### config.mk
export PLATFORM = sky130hd
export DESIGN_NAME = ascii_dec_to_hex_core
export DESIGN_NICKNAME = d
export VERILOG_FILES = /design/src/rtl/ascii_dec_to_hex_core.sv
export SDC_FILE = /design/constraint.sdc
export NUM_CORES = 1
export LEC_CHECK = 0
export ABC_AREA = 1
export CELL_PAD_IN_SITES_DETAIL_PLACEMENT = 1
export CELL_PAD_IN_SITES_GLOBAL_PLACEMENT = 2
export CORE_MARGIN = 3
export CORE_UTILIZATION = 34
export DETAILED_ROUTE_END_ITERATION = 16
export GPL_TIMING_DRIVEN = 1
export PLACE_DENSITY_LB_ADDON = 0.1
export SETUP_SLACK_MARGIN = 0.2
export SYNTH_ARGS = -nofsm -noshare
export SYNTH_HDL_FRONTEND = slang
export SYNTH_SLANG_ARGS = --single-unit
### constraint.sdc
create_clock -name clk -period 4.2 [get_ports clk]
set_clock_uncertainty 0.05 [all_clocks]
set_input_delay 0.84 -clock clk [delete_from_list [all_inputs] [get_ports clk]]
set_output_delay 0.84 -clock clk [all_outputs]
set_load 0.03 [all_outputs]
### src/rtl/ascii_dec_to_hex_core.sv
// ascii_dec_to_hex_core
// Accumulates one ASCII decimal number (delimited by last_i) into a binary
// value, then emits it as uppercase ASCII hex with leading zeros suppressed.
// Invalid characters and overflow are tracked sticky and reported per number.
module ascii_dec_to_hex_core #(
  parameter int BIN_WIDTH  = 32,
  parameter int HEX_DIGITS = BIN_WIDTH / 4
) (
  input  logic       clk,
  input  logic       rst_n,
  input  logic [7:0] ascii_i,
  input  logic       valid_i,
  input  logic       last_i,
  output logic       ready_o,
  output logic [7:0] hex_o,
  output logic       hex_valid_o,
  output logic       hex_last_o,
  input  logic       hex_ready_i,
  output logic       done_o,
  output logic       err_o,
  output logic       ovf_o
);

  // Never walk past the nibbles the accumulator actually has.
  localparam int NIB_N = (HEX_DIGITS < BIN_WIDTH / 4) ? HEX_DIGITS : BIN_WIDTH / 4;
  localparam int PTR_W = (NIB_N > 1) ? $clog2(NIB_N) : 1;
  localparam int EXT_W = BIN_WIDTH + 4;

  typedef enum logic [1:0] {
    S_ACCUM,
    S_PREP,
    S_EMIT
  } state_t;

  state_t                 r_state;
  state_t                 w_state_next;
  logic [BIN_WIDTH-1:0]   r_acc;
  logic [PTR_W-1:0]       r_ptr;
  logic                   r_err;
  logic                   r_ovf;
  logic                   r_err_o;
  logic                   r_ovf_o;
  logic                   r_done;

  logic                   w_ready;
  logic                   w_hex_valid;
  logic                   w_accept;
  logic                   w_xfer;
  logic                   w_ptr_zero;
  logic                   w_final;
  logic                   w_is_digit;
  logic [EXT_W-1:0]       w_cand;
  logic                   w_cand_ovf;
  logic [PTR_W-1:0]       w_msb_idx;
  logic [3:0]             w_nib;
  logic [7:0]             w_hex_char;

  assign w_ptr_zero = (r_ptr == '0);
  assign w_accept   = valid_i && w_ready;
  assign w_xfer     = w_hex_valid && hex_ready_i;
  assign w_final    = w_xfer && w_ptr_zero;

  // Decimal step: acc*10 + digit at 4 extra bits so any overflow lands in the top nibble.
  assign w_is_digit = (ascii_i >= 8'h30) && (ascii_i <= 8'h39);
  assign w_cand     = ({4'd0, r_acc} * EXT_W'(10)) + EXT_W'(ascii_i[3:0]);
  assign w_cand_ovf = |w_cand[EXT_W-1 -: 4];

  // Index of the most significant nonzero nibble; 0 when the value is 0.
  always_comb begin
    w_msb_idx = '0;
    for (int i = 0; i < NIB_N; i++) begin
      if (r_acc[i*4 +: 4] != 4'd0) w_msb_idx = PTR_W'(i);
    end
  end

  // Nibble currently addressed by the emit pointer.
  always_comb begin
    w_nib = 4'd0;
    for (int i = 0; i < NIB_N; i++) begin
      if (r_ptr == PTR_W'(i)) w_nib = r_acc[i*4 +: 4];
    end
  end

  // Nibble to ASCII: 0-9 -> '0'-'9', 10-15 -> 'A'-'F'.
  assign w_hex_char = (w_nib < 4'd10) ? (8'h30 + {4'd0, w_nib}) : (8'h37 + {4'd0, w_nib});

  // State register.
  always_ff @(posedge clk or negedge rst_n) begin
    // NOTE: sequential state uses non-blocking assignment so every register
    // samples pre-edge values regardless of block evaluation order.
    if (!rst_n) r_state <= S_ACCUM;
    else        r_state <= w_state_next;
  end

  // Next-state and state-decoded handshake outputs.
  always_comb begin
    // NOTE: every output of this block gets a default first; a path that
    // leaves one unassigned would infer a latch.
    w_state_next = r_state;
    w_ready      = 1'b0;
    w_hex_valid  = 1'b0;
    unique case (r_state)
      S_ACCUM: begin
        w_ready = 1'b1;
        if (valid_i && last_i) w_state_next = S_PREP;
      end
      S_PREP:  w_state_next = S_EMIT;
      S_EMIT: begin
        w_hex_valid = 1'b1;
        if (hex_ready_i && w_ptr_zero) w_state_next = S_ACCUM;
      end
      default: w_state_next = S_ACCUM;
    endcase
  end

  // Accumulator, sticky flags, emit pointer and reported status.
  always_ff @(posedge clk or negedge rst_n) begin
    if (!rst_n) begin
      r_acc   <= '0;
      r_ptr   <= '0;
      r_err   <= 1'b0;
      r_ovf   <= 1'b0;
      r_err_o <= 1'b0;
      r_ovf_o <= 1'b0;
      r_done  <= 1'b0;
    end else begin
      r_done <= w_final;
      if (w_accept) begin
        if (w_is_digit) begin
          // Once overflowed, the value stays saturated for the rest of the number.
          if (r_ovf || w_cand_ovf) begin
            r_acc <= '1;
            r_ovf <= 1'b1;
          end else begin
            r_acc <= w_cand[BIN_WIDTH-1:0];
          end
        end else begin
          r_err <= 1'b1;
        end
      end
      if (r_state == S_PREP) begin
        r_ptr   <= w_msb_idx;
        r_err_o <= r_err;
        r_ovf_o <= r_ovf;
      end
      if (w_xfer) begin
        if (w_ptr_zero) begin
          r_acc <= '0;
          r_err <= 1'b0;
          r_ovf <= 1'b0;
        end else begin
          r_ptr <= r_ptr - PTR_W'(1);
        end
      end
    end
  end

  // Character outputs are decoded from held registers, so they cannot move while stalled.
  assign ready_o     = w_ready;
  assign hex_valid_o = w_hex_valid;
  assign hex_o       = w_hex_valid ? w_hex_char : 8'h00;
  assign hex_last_o  = w_hex_valid && w_ptr_zero;
  assign done_o      = r_done;
  assign err_o       = r_err_o;
  assign ovf_o       = r_ovf_o;

endmodule

---- Word level (Yosys, flattened, before mapping) ----
Index checks and enable logic that the tools add are counted.
word-level totals
  input port bits ......................... 13
  word-level logic and storage cells ...... 85
  bits in registers ....................... 42
cells by class
  multiply operators ...................... 1
  multiplexer cells ....................... 39
  add/sub/neg operators ................... 4
  reduce and logical (&&, ||, !) cells .... 19
  $lt $le $gt $ge ......................... 3
  equality and inequality tests ........... 11
operators by type and width
  kind                     count
  $mux W32                 5
  $add A36 B4 Y36          1
  $mul A32 B3 Y35 const B  1
  $mux W4                  8
  $reduce_bool A4 Y1       7
  $mux W3                  7
  $add A6 B4 Y7 const A    2
  $mux W7                  2
  $eq A3 B3 Y1 const B     4
  $mux W1                  12
  $ge A8 B6 Y1 const B     1
  $le A8 B6 Y1 const B     1
  $mux W2                  4
  $logic_and A1 B1 Y1      7
  $eq A3 B2 Y1 const B     2
  $pmux W2 S3              1
  $lt A4 B4 Y1 const B     1
  $ne A2 B2 Y1 const B     2
  $reduce_or A4 Y1         1
  $eq A3 B1 Y1 const B     1
  $logic_not A3 Y1         1
  $sub A3 B1 Y3 const B    1
  $eq A2 B1 Y1 const B     1
  $eq A2 B2 Y1 const B     1
  other kinds (3)          3

---- Logic depth before layout (Yosys ltp) ----
Gate-level depths: netlist of run 1.
  depth in word-level cells ............... 12
  depth in mapped cells ................... 25

---- Worst setup path before layout of run 1 ----
OpenSTA, ideal clock, no wires.
  kind .................................... reg2reg
  from .................................... register r_acc[1]
  to ...................................... register r_acc[7]
  library setup time ...................... 0.113 ns
  arrival ................................. 3.161 ns
  clock period less this slack ............ 3.325 ns
  stages on the path, launching flop included .. 22
  path buffers ............................ 1
  setup slack ............................. 0.875 ns
  cell sequence ........................... dfrtp_1 -> ha_1 -> ha_1 -> inv_1 -> fa_1 -> nor2_1 -> nand3_1 -> nor2_1 -> nand3_2 -> nor2_4 -> nand3_2 -> nor2_4 -> nand3_2 -> nor2_4 -> nand2_1 -> nand2_2 -> nand3_4 -> nor2_8 -> buf_8 -> nand3_2 -> nand2_1 -> inv_1
between the ends
  word-level cells in the longest chain between the ends .. 9
ends and longest elaborated chain
  element                   line  RTL
  start: declaration        37    logic [BIN_WIDTH-1:0] r_acc;
  start signal: assignment  135   r_acc <= w_cand[BIN_WIDTH-1:0];
  $mul A32 B3 Y35 *         65    assign w_cand = ({4'd0, r_acc} * EXT_W'(10)) + EXT_W'(ascii_i[3:0]);
  $add A36 B4 Y36 *         65
  $reduce_or A4 Y1          66    assign w_cand_ovf = |w_cand[EXT_W-1 -: 4];
  $logic_or A1 B1 Y1        131   if (r_ovf || w_cand_ovf) begin
  $mux W32 *                131
  $mux W32 *                129   if (w_is_digit) begin
  $mux W32 *                128   if (w_accept) begin
  $mux W32                  147   if (w_ptr_zero) begin
  $mux W32 *                146   if (w_xfer) begin
Mark *: on every way between the ends. The rest lies on a longest branch, timed or not.
A chain may end at the register's enable or synchronous reset.

---- Final worst setup path of run 1 ----
  from .................................... register r_acc[3]
  to ...................................... register r_acc[24]
Same word-level chain as after synthesis.

==> flow_summary.yaml, run 1 <==
outcome:
  run_status: "complete, no violations"
hold_path:
  hold_path_class: "flip-flop to flip-flop"
  hold_path_depth: 2
floorplanning:
  core-area_um2: 19800
  start_util_pct: 35.2
  die_area_um2: 22300
  dieWidth_um: 149
  die_y_um: 149
  placement_rows: 51
  ioPinCount: 27
sta:
  slew_violations: 0
  hold_viol_final: 0
  fmax_ghz: 0.265
  setup_viol: 0
  relSlewSlack_pct: 41.8
  fin_crit_ns: 3.77
  rsz0062_at_grt: "false"
  tightest_slew_ns: 0.873
  tns_ns: 0
  timing.final.crit_share_pct: 89.7
route:
  drt-initial-drc-count: 337
  post_drt_wl_per_cell_um: 16.3
  wl_um: 24700
  antenna_left: 0
  avgViaCountPerCell: 4.89
  drc_errors: 0
  vias: 7400
  drt_first_pass_iters: 4
clocking:
  numCtsBuffers: 5
  cts_root_buffer: "clkbuf_16"
  h-tree-depth: 2
  cts_tree: "built"
  clock_path_buffers: 2
  clk_pin_slew_ns: 0.06
  insertion_delay_ns: 0.29
  clock-sinks: 42
place:
  hpwl_um: 20700
  numPortBuffers: 25
  gp_congestion: 0.831
global_route:
  gr-total-overflow: 0
  grt_usage_pct: 22.2
  grt_antenna_before_repair: 0
  grt_pass1_vias: 7712
  grt_max_degree: 47
  grt_pass1_wl_um: 39600
finish:
  register_area_um2: 1060
  nNetsFinal: 1331
  multi_input_area_um2: 5060
  n_fill_cell: 2727
  n_antenna_cell: 0
  drive_gt1_share_pct: 15.1
  area_growth_pct: 14.5
logic_synthesis:
  synth-edff-count: 0
  syn_area_um2: 6990
  syn_area_per_cell_um2: 5.79
  synth-seq-area-share_pct: 15.0
  synth_nets: 1290
  synth-seq-cells: 42
  async_flop_share_pct: 100
  synth_top_area_share_pct: 21.3
  synth_area_leader_cell: "nand2_1"
  ys_top_cells_by_area: "nand2_1 21%, dfrtp_1 15%, ha_1 12%"
  synthFlopType: "dfrtp_1"
  synth.distinct_cells: 43
  synthCells: 1206
  synth_warnings: 0
worst_setup_path:
  cp_data_arrival_time_ns: 3.90
  r2r_cells: 23
  critPathLaunchType: "flip-flop"
  crit_fanout: 7
  endpoint_kind: "flip-flop"
  critical_path_class: "flip-flop to flip-flop"
  cp.required_ns: 4.33
flow_run:
  maxCapViolCount: 0
==> worst paths after layout <==
path | slack, ns | to | from
worst max-delay path | 0.43 | r_acc[24]$_DFF_PN0_ | r_acc[3]$_DFF_PN0_
worst min-delay path | 0.43 | err_o$_DFFE_PN0N_ | r_err$_DFF_PN0_
worst max register to register | 0.43 | r_acc[24]$_DFF_PN0_ | r_acc[3]$_DFF_PN0_
worst min register to register | 0.43 | err_o$_DFFE_PN0N_ | r_err$_DFF_PN0_
max in group asynchronous | 3.09 | r_acc[12]$_DFF_PN0_ | rst_n
min in group asynchronous | 0.57 | done_o$_DFF_PN0_ | rst_n
==> registers in the layout, summed over array words and instances, names as in the netlist <==
signal / cells
done_o: 1
err_o: 1
ovf_o: 1
r_acc: 32
r_err: 1
r_ovf: 1
r_ptr: 3
r_state: 2
==> layout make-up <==
class / count / area share [%]
well taps: 265 / 4.14
inverters: 236 / 11.1
flip-flops and latches: 42 / 13.3
repair buffers: 51 / 6.15
clock inverters: 3 / 0.500
multi-input cells: 911 / 63.3
clock buffers: 5 / 1.56
==> layer usage <==
metal | global-route usage, % | vias up | share of wire, % | wire (um)
met3 | 0.820 | 16 | 2.5 | 617
met1 | 31.4 | 3431 | 50 | 12300
met2 | 38.6 | 72 | 47 | 11600
met5 | 0 | - | 0 | 0
li1 | - | 3881 | - | -
met4 | 3.43 | 0 | 0.95 | 235
==> metrics by stage <==
step / instances / util, % / setup slack, ns / hold slack [ns] / cell area (um2)
floorplan: 1206 / - / 0.875 / 0.392 / 6990
global placement: 1496 / 38.3 / 0.179 / 0.419 / 7610
detailed placement: 1496 / 38.3 / 0.144 / 0.425 / 7610
CTS: 1504 / 39.1 / 0.129 / 0.438 / 7770
global route: 1513 / 40.3 / 0.176 / 0.465 / 8000
finish: 1513 / 40.3 / 0.432 / 0.430 / 8000
==> cell families (layout without fill, tap and decap cells) <==
logic type,count (synthesis),count (layout),share of synthesized area [%]
AOI/OAI and AO/OA,133,133,10.5
xor gates and xnor gates,5,5,0.627
adders and majority gates,71,71,12.9
buffers and inverters,253,295,14.5
DFF,42,42,15.0
other,1,1,0.0537
and+or+nand+nor,701,701,46.4
==> cells in the final DEF, fill, tap and decap left out, drive strengths merged, types with 2 or more instances in the layout <==
master / Yosys / final
a22oi: 2 / 2
a21oi: 72 / 72
fa: 2 / 2
inv: 235 / 235
o21a: 11 / 11
nand4: 18 / 18
nor2: 122 / 122
clkinv: 1 / 3
and3: 2 / 2
clkbuf: 9 / 12
xnor2: 4 / 4
nand2: 420 / 420
dfrtp: 42 / 42
nand3b: 3 / 3
nor4: 4 / 4
nor3: 9 / 9
o22ai: 10 / 10
nand3: 117 / 117
o21ai: 31 / 31
buf: 8 / 26
and2: 4 / 4
clkdlybuf4s50: 0 / 17
ha: 69 / 69
a31oi: 2 / 2
==> synthesized netlist by cell type (2+ instances only) <==
library cell,number
nand2_1,396
inv_1,223
nor2_1,100
nand3_1,75
a21oi_1,71
ha_1,69
dfrtp_1,42
nand3_2,41
o21ai_0,31
nand2_2,24
nand4_1,18
nor2_2,17
inv_2,12
o21a_1,11
o22ai_1,10
clkbuf_1,9
nor3_1,9
and2_1,4
nor2_4,4
nor4_1,4
xnor2_1,4
buf_6,3
buf_8,3
nand3b_1,3
a22oi_1,2
a31oi_1,2
and3_1,2
fa_1,2
==> critical path, stage by stage, from the launching register on <==
cell,delay (ns)
dfrtp_1,0.40
buf_4,0.15
ha_1,0.29
ha_2,0.42
nand2_1,0.07
nand2_1,0.12
inv_1,0.07
nand2_1,0.17
nand3_1,0.16
nand3_2,0.16
nand2_1,0.07
nand2_1,0.13
nand3_2,0.14
nor2_4,0.16
nand3_2,0.13
nor2_4,0.13
nand2_1,0.07
nand2_2,0.08
nand3_4,0.09
nor2_8,0.20
clkbuf_16,0.21
nand3_2,0.06
nand2_1,0.07
inv_1,0.04
==> what timing repair did <==
| action | 4_1_cts | 5_1_grt |
|---|---|---|
| pin swaps | 0 | 7 |
| buffers inserted | 0 | 6 |
| gates resized for setup | 9 | 68 |
| setup endpoints to repair | 7 | 40 |
| gates cloned | 0 | 3 |
| hold buffers | 0 | 0 |
Power of run 1 is left out: the tool's default activity adds up to more than one toggle a clock period on the data nets, which glitch-free logic cannot reach.
==> inputs of run 2 (changes only) <==
- ABC_AREA: 1 -> not set
- CORE_UTILIZATION: 34 -> 38
==> run 2 against run 1 <==
The flow now finishes with violations (setup timing). Global-route usage rose by 1.4 points. Core utilization rose by 11 points. Wire length fell by 29%. Non-clock buffer count rose by 108. Critical path depth fell by 8. Clock-buffer cell count rose by 1. Flip-flop and latch count did not move. Die area fell by 32%. Synthesized cell count fell by 47%. First-iteration DRC count fell by 51%. Largest cell class unchanged.
==> flow_summary.yaml, run 2 <==
logic_synthesis:
  syn_area_um2: 5180
  synthCells: 634
  synth_nets: 718
  syn_area_per_cell_um2: 8.18
  ys_top_cells_by_area: "dfrtp_1 20%, ha_1 17%, o21ai_0 5.6%"
  ys_top_cells_by_count: "69 x ha_1, 58 x o21ai_0, 56 x nand2_1, 42 x dfrtp_1, 40 x nor2_1"
  synth_warnings: 0
  async_flop_share_pct: 100
  synthFlopType: "dfrtp_1"
  synth-seq-area-share_pct: 20.3
  synth-seq-cells: 42
  synth.distinct_cells: 68
  synth-edff-count: 0
  synth_most_common_cell: "ha_1"
  synth_area_leader_cell: "dfrtp_1"
  synth_top_area_share_pct: 20.3
global_route:
  grt_pass1_vias: 5616
  gr-total-overflow: 0
  grt_max_degree: 61
  grt_usage_pct: 23.7
  grt_antenna_before_repair: 0
  grt_pass1_wl_um: 28600
floorplanning:
  die_y_um: 123
  dieWidth_um: 123
  start_util_pct: 39.0
  placement_rows: 42
  ioPinCount: 27
  die_area_um2: 15100
  core-area_um2: 13300
hold_path:
  holdPathEnd: "ovf_o$_DFFE_PN0N_"
  hp-start: "ovf_o$_DFFE_PN0N_"
  hold_path_depth: 1
  hold_path_class: "flip-flop to flip-flop"
worst_setup_path:
  r2r_start: "r_acc[3]$_DFF_PN0_"
  slowest_stage: "or4_4"
  path_buf_inv: 2
  critPathLaunchType: "flip-flop"
  path_common_cell: "or4_4"
  crit_fanout: 29
  regToRegSetupSlack_ns: -0.22
  reg2reg_to: "r_acc[7]$_DFF_PN0_"
  path_cells: "ha_1 -> ha_2 -> inv_2 -> fa_2 -> xor2_2 -> or4_4 -> nor2_4 -> nand3_2 -> or4_4 -> nor4_4 -> nand4bb_4 -> or4_4 -> a21oi_4 -> buf_12 -> a31oi_1"
  path_depth: 15
  endpoint_kind: "flip-flop"
  cp_top_family: "simple AND/OR/NAND/NOR gates"
  critical_path_class: "flip-flop to flip-flop"
  max_stage_delay_ns: 0.59
  r2r_cells: 15
  cp_data_arrival_time_ns: 4.49
  cp.required_ns: 4.27
clocking:
  clock-sinks: 42
  cts_tree: "built"
  insertion_delay_ns: 0.28
  clk_pin_slew_ns: 0.06
  numCtsBuffers: 5
  clock_path_buffers: 2
  cts_root_buffer: "clkbuf_16"
  postCtsHoldBufs: 0
  h-tree-depth: 2
route:
  vias: 5378
  drt-initial-drc-count: 164
  antenna_left: 0
  post_drt_wl_per_cell_um: 18.7
  avgViaCountPerCell: 5.72
  drc_errors: 0
  wl_um: 17600
  drt_first_pass_iters: 4
sta:
  tightest_slew_ns: 1.04
  hold_viol_final: 0
  rsz0062_at_grt: "true"
  fin_ws_ns: -0.218
  fmax_ghz: 0.226
  slew_violations: 0
  hold_ws_ns: 0.462
  timing.final.crit_share_pct: 105
  fin_crit_ns: 4.42
  setup_viol: 31
  relSlewSlack_pct: 30.3
finish:
  design_area_um2: 6850
  n_fill_cell: 1606
  reg_top3: "r_acc: 32 flops, r_ptr: 3 flops, r_state: 2 flops"
  nNetsFinal: 849
  stdcell_count: 941
  final_common_cell: "buf_4"
  final_cell_mix: "135 x buf_4, 65 x ha_1, 56 x nand2_1"
  n_antenna_cell: 0
  area_growth_pct: 32.2
  largest_reg_flops: 32
  register_area_um2: 1050
  regMostFlops: "r_acc"
  drive_gt1_share_pct: 26.5
  multi_input_area_um2: 4090
  post-route-util_pct: 51.5
outcome:
  run_status: "finished with violations"
  violations: "setup timing"
place:
  post_dp_cell_area_um2: 6400
  numPortBuffers: 25
  hpwl_um: 14300
  numPlacedInstances: 916
  gp_congestion: 0.842
flow_run:
  maxCapViolCount: 0
run 2: changes by cell type in the layout (fill, tap and decap cells not counted), moves of 27 or more:
cell	change
nand2_1	-335
a21oi_1	-34
nand3_1	-54
inv_1	-206
nor2_2	-28
a31oi_1	+31
nand3_2	-43
nor2_1	-45
buf_4	+115
nand2_2	-27
run 2: logic make-up after synthesis:
kind of cell             share of synthesized area, %
other                                          0.0723
AO/OA/AOI/OAI                                    25.6
AND/OR/NAND/NOR                                  20.3
buffers and inverters                            4.18
adder cells (fa/ha/maj)                          17.4
flip-flops                                       20.3
multiplexers                                     3.77
XOR/XNOR                                         8.42
run 2: what timing repair did:
action	CTS	global route
gates resized for setup	32	9
endpoints found under the setup margin	38	35
buffers inserted	12	6
pin swaps	12	4
run 2: how the worst max path moves through the flow:
stage	startpoint	endpoint	slack (ns)
final	r_acc[3]$_DFF_PN0_	r_acc[7]$_DFF_PN0_	-0.22
after floorplan	r_acc[3]$_DFF_PN0_	r_acc[11]$_DFF_PN0_	-0.05
after global routing	r_acc[3]$_DFF_PN0_	r_acc[8]$_DFF_PN0_	-0.39
after global placement	ascii_i[3]	r_acc[1]$_DFF_PN0_	-0.28
after detailed placement	ascii_i[2]	r_acc[1]$_DFF_PN0_	-0.36
after CTS	r_acc[3]$_DFF_PN0_	r_acc[7]$_DFF_PN0_	-0.21
run 2: final cells by class:
type,instances,area share (%)
tap,176,3.21
timing repair buffer,159,18.4
clock buffer,6,2.03
clock inverter,1,0.438
sequential,42,15.3
inverter,16,0.877
multi-input combinational,541,59.7
run 2: metal layers:
| layer | vias up | wire, um | track usage (%) |
|---|---|---|---|
| met1 | 2618 | 8080 | 31.4 |
| li1 | 2636 | - | - |
| met4 | 0 | 363 | 5.74 |
| met5 | - | 0 | 0 |
| met3 | 30 | 623 | 1.89 |
| met2 | 94 | 8530 | 41.6 |
run 2: metrics by stage:
stage / TNS, ns / setup slack, ns
5_1_grt: -11.36 / -0.392
6_report: -5.60 / -0.218
4_1_cts: -5.56 / -0.214
3_3_place_gp: -8.47 / -0.278
2_1_floorplan: -1.42 / -0.0509
3_5_place_dp: -10.94 / -0.361
Power of run 2 is left out for the same reason.
==> inputs of run 3 (changes only) <==
- CORE_UTILIZATION: 38 -> 34
- HOLD_SLACK_MARGIN: not set -> 0.12
- clock period: 4.2 -> 3.9 ns (I/O delays scaled with it)
==> run 3 against run 2 <==
The run still ends with setup timing left. Final cell count is 6.8% higher. Register-to-register slack got worse by 0.28 ns. Core utilization fell by 1.6 points. Design area grew 7.1%. Flip-flop and latch count unchanged. Clock-buffer cell count stayed put. Worst setup slack worse by 0.28 ns. Wire length is 8.7% higher. Die area is 11% higher. Non-clock buffer count is 55 higher. Critical path type unchanged. Largest cell class unchanged.
==> flow_summary.yaml, run 3 (synthesis results as in run 2) <==
route:
  drt-initial-drc-count: 172
  wl_um: 19100
  antenna_left: 0
  avgViaCountPerCell: 5.62
  post_drt_wl_per_cell_um: 19.0
  drc_errors: 0
  vias: 5648
  drt_first_pass_iters: 4
finish:
  n_antenna_cell: 0
  final_common_cell: "buf_4"
  final_cell_mix: "191 x buf_4, 64 x ha_1, 55 x nand2_1"
  regMostFlops: "r_acc"
  reg_top3: "r_acc: 32 flops, r_ptr: 3 flops, r_state: 2 flops"
  drive_gt1_share_pct: 33.0
  largest_reg_flops: 32
  area_growth_pct: 41.6
  nNetsFinal: 904
hold_path:
  hold_path_depth: 1
  holdPathEnd: "ovf_o$_DFFE_PN0N_"
  hold_path_class: "flip-flop to flip-flop"
  hp-start: "ovf_o$_DFFE_PN0N_"
sta:
  hold_ws_ns: 0.461
  timing.final.crit_share_pct: 113
  relSlewSlack_pct: 35.7
  rsz0062_at_grt: "true"
  fin_crit_ns: 4.40
  fin_ws_ns: -0.502
  fmax_ghz: 0.227
  hold_viol_final: 0
  slew_violations: 0
  setup_viol: 33
  tightest_slew_ns: 0.965
clocking:
  postCtsHoldBufs: 0
  numCtsBuffers: 5
  clk_pin_slew_ns: 0.06
  clock_path_buffers: 2
  clock-sinks: 42
  cts_root_buffer: "clkbuf_16"
  cts_tree: "built"
  h-tree-depth: 2
  insertion_delay_ns: 0.28
place:
  numPortBuffers: 25
  gp_congestion: 0.865
  hpwl_um: 15500
outcome:
  run_status: "finished with violations"
  violations: "setup timing"
global_route:
  gr-total-overflow: 0
  grt_antenna_before_repair: 0
  grt_pass1_vias: 6014
  grt_max_degree: 61
  grt_pass1_wl_um: 30500
  grt_usage_pct: 22.7
floorplanning:
  die_y_um: 129
  core-area_um2: 14700
  dieWidth_um: 129
  die_area_um2: 16800
  ioPinCount: 27
  placement_rows: 44
  start_util_pct: 35.3
flow_run:
  maxCapViolCount: 0
worst_setup_path:
  max_stage_delay_ns: 0.59
  path_depth: 14
  cp_top_family: "simple AND/OR/NAND/NOR gates"
  slowest_stage: "or4_4"
  path_buf_inv: 2
  crit_fanout: 25
  endpoint_kind: "flip-flop"
  r2r_start: "r_acc[2]$_DFF_PN0_"
  cp.required_ns: 3.98
  critical_path_class: "flip-flop to flip-flop"
  path_common_cell: "or4_4"
  cp_data_arrival_time_ns: 4.48
  critPathLaunchType: "flip-flop"
  r2r_cells: 14
  reg2reg_to: "r_acc[4]$_DFF_PN0_"
  regToRegSetupSlack_ns: -0.50
  path_cells: "ha_1 -> inv_1 -> fa_2 -> xor2_2 -> or4_4 -> nor2_1 -> nand3_1 -> or4_4 -> nor4_4 -> nand4bb_4 -> or4_4 -> a21oi_4 -> buf_12 -> a31oi_1"
[run 3: changes by cell type in the layout (fill, tap and decap cells not counted), sizes merged]
cell           previous run  this run
clkinv                    0         2
bufinv                    1         0
buf                     137       197
clkdlybuf4s15             1         0
clkdlybuf4s50            17        16
dlygate4sd2               3         0
[run 3: final cells by class]
| type | instances | area [um2] |
|---|---|---|
| clock buffer | 6 | 129 |
| clock inverter | 2 | 13.8 |
| fill | 1784 | 7360 |
| inverter | 16 | 60.1 |
| multi-input combinational | 541 | 4180 |
| sequential | 42 | 1050 |
| tap | 184 | 230 |
| timing repair buffer | 214 | 1670 |
[run 3: worst max-delay path by stage]
stage / slack [ns] / to / from
after floorplan: -0.35 / r_acc[11]$_DFF_PN0_ / r_acc[3]$_DFF_PN0_
after global placement: -0.56 / r_acc[4]$_DFF_PN0_ / ascii_i[2]
after detailed placement: -0.79 / r_acc[29]$_DFF_PN0_ / ascii_i[1]
after CTS: -0.53 / r_acc[23]$_DFF_PN0_ / r_acc[3]$_DFF_PN0_
after global routing: -0.65 / r_acc[20]$_DFF_PN0_ / r_acc[2]$_DFF_PN0_
final: -0.50 / r_acc[4]$_DFF_PN0_ / r_acc[2]$_DFF_PN0_
[run 3: per-layer routing]
| layer | track usage [%] | part of all wire [%] | vias up |
|---|---|---|---|
| met5 | 0 | 0 | - |
| met4 | 4.83 | 1.5 | 0 |
| met3 | 1.85 | 2.3 | 24 |
| met2 | 40.1 | 49 | 79 |
| met1 | 30.3 | 47 | 2793 |
| li1 | - | - | 2752 |
[run 3: stage by stage]
| stage | setup TNS [ns] | instance area, um2 | instances | setup slack (ns) | util [%] |
|---|---|---|---|---|---|
| floorplan | -10.82 | 5220 | 634 | -0.351 | - |
| global placement | -17.86 | 6760 | 971 | -0.563 | 46.0 |
| detailed placement | -21.20 | 6760 | 971 | -0.791 | 46.0 |
| CTS | -15.85 | 7080 | 992 | -0.531 | 48.1 |
| global route | -19.42 | 7340 | 1005 | -0.650 | 49.9 |
| finish | -14.84 | 7340 | 1005 | -0.502 | 49.9 |
[run 3: timing repair]
action                                  in CTS  in global routing
gates resized for setup                     22                 37
endpoints found under the setup margin      39                 38
pin swaps                                    1                 10
setup buffers                               13                 13
Power of run 3 is left out for the same reason.
